## src/rtl/iob_sram_resp.sv

```systemverilog
// IOb bus responder driving a single-port synchronous SRAM, with optional wait states.
// Read data returns 3+WAIT_CYCLES cycles after accept; a write acks by raising ready at 2+WAIT_CYCLES.
// One request in flight at a time: ready is low while busy, and cke_i low freezes all state.
// Optional address range checking is enabled by defining IOB_SRAM_RESP_ADDR_CHECK_EN.
module iob_sram_resp #(
    parameter int DATA_W      = 32,
    parameter int ADDR_W      = 32,
    parameter int MEM_ADDR_W  = 10,
    parameter int WAIT_CYCLES = 0
) (
    input  logic                    clk_i,
    input  logic                    arst_n_i,
    input  logic                    cke_i,
    input  logic                    iob_valid_i,
    input  logic [ADDR_W-1:0]       iob_addr_i,
    input  logic [DATA_W-1:0]       iob_wdata_i,
    input  logic [DATA_W/8-1:0]     iob_wstrb_i,
    output logic [DATA_W-1:0]       iob_rdata_o,
    output logic                    iob_rvalid_o,
    output logic                    iob_ready_o,
    output logic                    sram_en_o,
    output logic [DATA_W/8-1:0]     sram_we_o,
    output logic [MEM_ADDR_W-1:0]   sram_addr_o,
    output logic [DATA_W-1:0]       sram_wdata_o,
    input  logic [DATA_W-1:0]       sram_rdata_i,
    output logic                    err_o
);

    localparam int STRB_W = DATA_W / 8;
    // The counter holds the number of remaining WAIT cycles minus one.
    localparam logic [3:0] WAIT_LOAD = (WAIT_CYCLES > 0) ? 4'(WAIT_CYCLES - 1) : 4'd0;

    typedef enum logic [1:0] {
        IDLE  = 2'd0,
        WAIT  = 2'd1,
        MEM   = 2'd2,
        RDATA = 2'd3
    } state_t;

    state_t                  state;
    logic [3:0]              wait_cnt;
    logic [MEM_ADDR_W-1:0]   addr_q;
    logic [DATA_W-1:0]       wdata_q;
    logic [STRB_W-1:0]       wstrb_q;
    logic                    oor_q;
    logic                    ready_q;
    logic                    en_q;
    logic [STRB_W-1:0]       we_q;
    logic                    rvalid_q;
    logic [DATA_W-1:0]       rdata_q;
    logic                    req_oor;
    logic                    is_write;

    // The byte lane bits are never used: sub-word selection is done by the strobes.
`ifdef IOB_SRAM_RESP_ADDR_CHECK_EN
    logic unused_addr_bits;
    assign unused_addr_bits = ^iob_addr_i[1:0];
    assign req_oor = |iob_addr_i[ADDR_W-1:MEM_ADDR_W+2];
`else
    // Upper address bits are dropped, so accesses alias modulo the SRAM depth.
    logic unused_addr_bits;
    assign unused_addr_bits = ^{iob_addr_i[ADDR_W-1:MEM_ADDR_W+2], iob_addr_i[1:0]};
    assign req_oor = 1'b0;
`endif

    assign is_write = |wstrb_q;

    // Request FSM: latches the request, counts wait states, issues the SRAM access and returns read data.
    always_ff @(posedge clk_i or negedge arst_n_i) begin
        if (!arst_n_i) begin
            state    <= IDLE;
            wait_cnt <= 4'd0;
            addr_q   <= '0;
            wdata_q  <= '0;
            wstrb_q  <= '0;
            oor_q    <= 1'b0;
            ready_q  <= 1'b1;
            en_q     <= 1'b0;
            we_q     <= '0;
            rvalid_q <= 1'b0;
            rdata_q  <= '0;
        end else if (cke_i) begin
            rvalid_q <= 1'b0;
            case (state)
                IDLE: begin
                    if (iob_valid_i) begin
                        addr_q  <= iob_addr_i[MEM_ADDR_W+1:2];
                        wdata_q <= iob_wdata_i;
                        wstrb_q <= iob_wstrb_i;
                        oor_q   <= req_oor;
                        ready_q <= 1'b0;
                        if (WAIT_CYCLES > 0) begin
                            state    <= WAIT;
                            wait_cnt <= WAIT_LOAD;
                        end else begin
                            state <= MEM;
                            en_q  <= ~req_oor;
                            we_q  <= req_oor ? '0 : iob_wstrb_i;
                        end
                    end
                end
                WAIT: begin
                    if (wait_cnt == 4'd0) begin
                        state <= MEM;
                        en_q  <= ~oor_q;
                        we_q  <= oor_q ? '0 : wstrb_q;
                    end else begin
                        wait_cnt <= wait_cnt - 4'd1;
                    end
                end
                MEM: begin
                    en_q <= 1'b0;
                    we_q <= '0;
                    if (is_write) begin
                        state   <= IDLE;
                        ready_q <= 1'b1;
                    end else begin
                        state <= RDATA;
                    end
                end
                RDATA: begin
                    // An out-of-range read never touched the SRAM, so it returns zero.
                    rdata_q  <= oor_q ? '0 : sram_rdata_i;
                    rvalid_q <= 1'b1;
                    ready_q  <= 1'b1;
                    state    <= IDLE;
                end
                default: begin
                    state   <= IDLE;
                    ready_q <= 1'b1;
                    en_q    <= 1'b0;
                    we_q    <= '0;
                end
            endcase
        end
    end

`ifdef IOB_SRAM_RESP_ADDR_CHECK_EN
    logic err_q;

    // Sticky error flag: set at the end of the MEM cycle of an out-of-range access.
    always_ff @(posedge clk_i or negedge arst_n_i) begin
        if (!arst_n_i) begin
            err_q <= 1'b0;
        end else if (cke_i && (state == MEM) && oor_q) begin
            err_q <= 1'b1;
        end
    end

    assign err_o = err_q;
`else
    assign err_o = 1'b0;
`endif

    assign iob_ready_o  = ready_q;
    assign iob_rvalid_o = rvalid_q;
    assign iob_rdata_o  = rdata_q;
    assign sram_en_o    = en_q;
    assign sram_we_o    = we_q;
    assign sram_addr_o  = addr_q;
    assign sram_wdata_o = wdata_q;

endmodule

```

## config.mk

```make
export PLATFORM = sky130hd
export DESIGN_NAME = iob_sram_resp
export DESIGN_NICKNAME = d
export VERILOG_FILES = /design/src/rtl/iob_sram_resp.sv
export SDC_FILE = /design/constraint.sdc
export NUM_CORES = 1
export LEC_CHECK = 0
export CAP_MARGIN = 20
export CORE_MARGIN = 2
export CORE_UTILIZATION = 50
export CTS_CLUSTER_DIAMETER = 200
export DETAILED_ROUTE_END_ITERATION = 12
export DONT_BUFFER_PORTS = 1
export GPL_ROUTABILITY_DRIVEN = 0
export PLACE_DENSITY = 0.73
export SYNTH_ARGS = -nofsm -noshare
export SYNTH_HDL_FRONTEND = slang
export SYNTH_SLANG_ARGS = --single-unit
```

## constraint.sdc

```tcl
create_clock -name clk_i -period 2.4 [get_ports clk_i]
set_clock_uncertainty 0.2 [all_clocks]
set_input_delay 0 -clock clk_i [delete_from_list [all_inputs] [get_ports clk_i]]
set_output_delay 0 -clock clk_i [all_outputs]
set_load 0.05 [all_outputs]
```

==> summary.txt <==
Status
  – Status: completed

Floorplanning
  – Starting density of the core: 52.1%
  – Row count: 30
  – Die footprint: 7820 sq um
  – Ports: 186
  – Core area: 6830 sq um
  – Die Span X: 88.4 um
  – DIE HEIGHT: 88.4 um

Drt
  – Final antenna-violating net count: 0
  – DR DRC count: 0
  – DR pass1 iterations: 4
  – Drt wl/cell: 17.5 um
  – Drt total wl: 7570 um
  – Via/cell ratio: 5.12
  – Detailed-route via count: ~2200
  – Detailed Route Iter0 Violations: 54

Finish
  – Fillers: 474
  – Most frequent cells in the layout: dlygate4sd3_1, dfrtp_1, mux2_2
  – Design Area, Final: 4840 sq um
  – Nets@finish: 441
  – Layout cells sized above 1: between 30% and 40%
  – P&R area growth vs syn: 35.9%
  – Register Area: roughly 2300 sq um
  – Ant diodes: 0
  – Footprint of the multi-input gates: 1220 sq um
  – Most common cell after layout, fill and taps aside: dlygate4sd3_1

Yosys
  – Synthesized instance count: 235
  – Synth Register Bits: just over 90
  – Post-synth EDFFs: 0
  – Asr flop ratio synth: 100%
  – Synth warn: 0
  – Mapped Area: 3560 sq um
  – Net Count, Synth: 344
  – Synth cell types: 25
  – Dominant synthesized flop cell: dfrtp_1
  – Sequential fraction of the synthesis area: 64.0%
  – Synthesized area per cell: ~15 sq um

STA
  – Final hold vios: 0
  – RSZ-0062 raised after global routing: no
  – Final setup vio count: 0
  – Fin. max-slew vios: 0
  – Slew HR: 66.3%
  – Worst hold slack: 0.0714 ns
  – Setup TNS: 0 ns
  – Max Clk Rate: 460 MHz
  – Final Critical Period: 2.17 ns
  – Worst-margin pin slew: 0.506 ns
  – Crit share post-route: 90.5%

Worst setup path
  – Crit. End Element: register
  – R2r setup slk: 0.23 ns
  – CP required: 2.44 ns
  – Startpoint class of the critical path: register
  – CP Data Arrival Time: 2.21 ns
  – Critical Path Fanout Max: 12
  – CP Class: register to register

Clocking
  – Clk sinks: 91
  – CTS tree: yes
  – Worst skew pair latency: 0.34 ns
  – Clk slew on worst S/H paths: 0.09 ns
  – H-Tree Depth: 3
  – Root buf cell: clkbuf_8
  – CTS Buf Count: 9
  – CTS Buffer Depth: 2

Power and ir drop
  – Power Density: 1610 nW/um^2
  – Peak supply drop: 0.946 mV
  – P_leak: 0.00213 uW

Global routing
  – Met2 Use GR: 35.6%
  – Met3 Usage GRT: about 5.5%
  – Most used routing layer: met2
  – GRT Total Usage: about a fifth
  – Number of global-route vias before repair: 2396
  – Initial antenna violation count: 0
  – Largest net degree at the start of global routing: 92
  – Met1 Use GR: 21.5%
  – GRT overflow: 0
  – First-pass GRT wire length: around 12000 um

Placement
  – Placed instance area: approximately 3700 sq um
  – IO buf count: 0
  – HPWL Detailed: 4550 um

Job
  – Max Cap Viol: 0

Hold path
  – Min-Delay Path Class: input pin to async pin
## report_power, final
group / total (uW) / leakage, uW / switching [uW] / internal [uW]
Sequential: 5290 / 0.00110 / 3020 / 2260
Combinational: 1450 / 0.000932 / 518 / 934
Clock: 1030 / 0.0000957 / 519 / 514
Total: 7770 / 0.00213 / 4060 / 3710
## cell families (layout without fill, tap and decap cells)
family / count (synthesis) / count (layout) / share of synthesized area [%]
adder cells (fa/ha/maj): 5 / 5 / 1.76
other: 1 / 1 / 0.105
flip-flops: 91 / 91 / 64.0
multiplexers: 80 / 80 / 25.2
AND/OR/NAND/NOR: 22 / 22 / 3.27
XOR/XNOR: 3 / 3 / 0.738
AO/OA/AOI/OAI: 15 / 15 / 2.95
buffers and inverters: 18 / 120 / 2.00
## critical path, cell delays in order (launching register included)
cell           delay, ns
dfrtp_1             0.41
inv_1               0.11
ha_1                0.22
nand3_4             0.21
mux2_2              0.34
dlygate4sd3_1       0.57
## registers in the layout, summed over array words and instances, names as in the netlist
register / count
iob_rdata_o: 32
sram_wdata_o: 32
sram_addr_o: 10
sram_we_o: 4
wait_cnt: 4
wstrb_q: 4
state: 2
iob_ready_o: 1
iob_rvalid_o: 1
sram_en_o: 1
## per-layer routing
metal	up-vias	share of wire (%)	wire length, um
met1	1108	36	2710
met5	-	0	0
met3	10	7.7	586
li1	1009	-	-
met2	88	55	4150
met4	0	1.6	121
## cells in the mapped netlist (all sizes together) (2+ instances only)
master  number  area share (%)
nand2        4            0.42
o21ai        4            0.56
mux2i        2            0.56
xnor2        3            0.74
inv          8            0.84
a31oi        4            0.70
nor2b        5            0.88
ha           5             1.8
clkbuf       6            0.63
nor4         2            0.35
mux2        78              25
a21oi        5            0.70
nor2         6            0.63
dfrtp       90              63
buf          4            0.53
## through the flow
step                      utilization, %  std cells  setup slack (ns)  total power [uW]
final                               70.9        433             0.228              7770
after global routing                70.9        433             0.137              8130
after CTS                           70.8        433            0.0857              7810
after detailed placement            53.9        324             0.325              6480
after global placement              53.9        324             0.390              6390
after floorplan                        -        235             0.389              6130
## final cells by class
class / instances / share of cell area [%]
flip-flops and latches: 91 / 47.1
multi-input cells: 126 / 25.3
repair buffers: 96 / 20.3
clock buffers: 11 / 2.92
well taps: 96 / 2.48
clock inverters: 5 / 1.29
inverters: 8 / 0.620
## final timing paths
path | endpoint | depth (start not counted) | from
max | sram_wdata_o[5] | 5 | state[0]
min | iob_rdata_o[15] | 2 | arst_n_i
max reg2reg | sram_wdata_o[5] | 5 | state[0]
min reg2reg | wait_cnt[3] | 1 | wait_cnt[3]
max in group asynchronous | iob_ready_o | 2 | arst_n_i
min in group clk_i | wstrb_q[1] | 3 | iob_valid_i
## what timing repair did
action                                  4_1_cts  5_1_grt
buffers inserted                              0        0
hold endpoints to repair                    182        0
resized for setup                             0        1
hold buffers                                 93        0
endpoints found under the setup margin        0        3
Power figures use the tool's default switching activity.
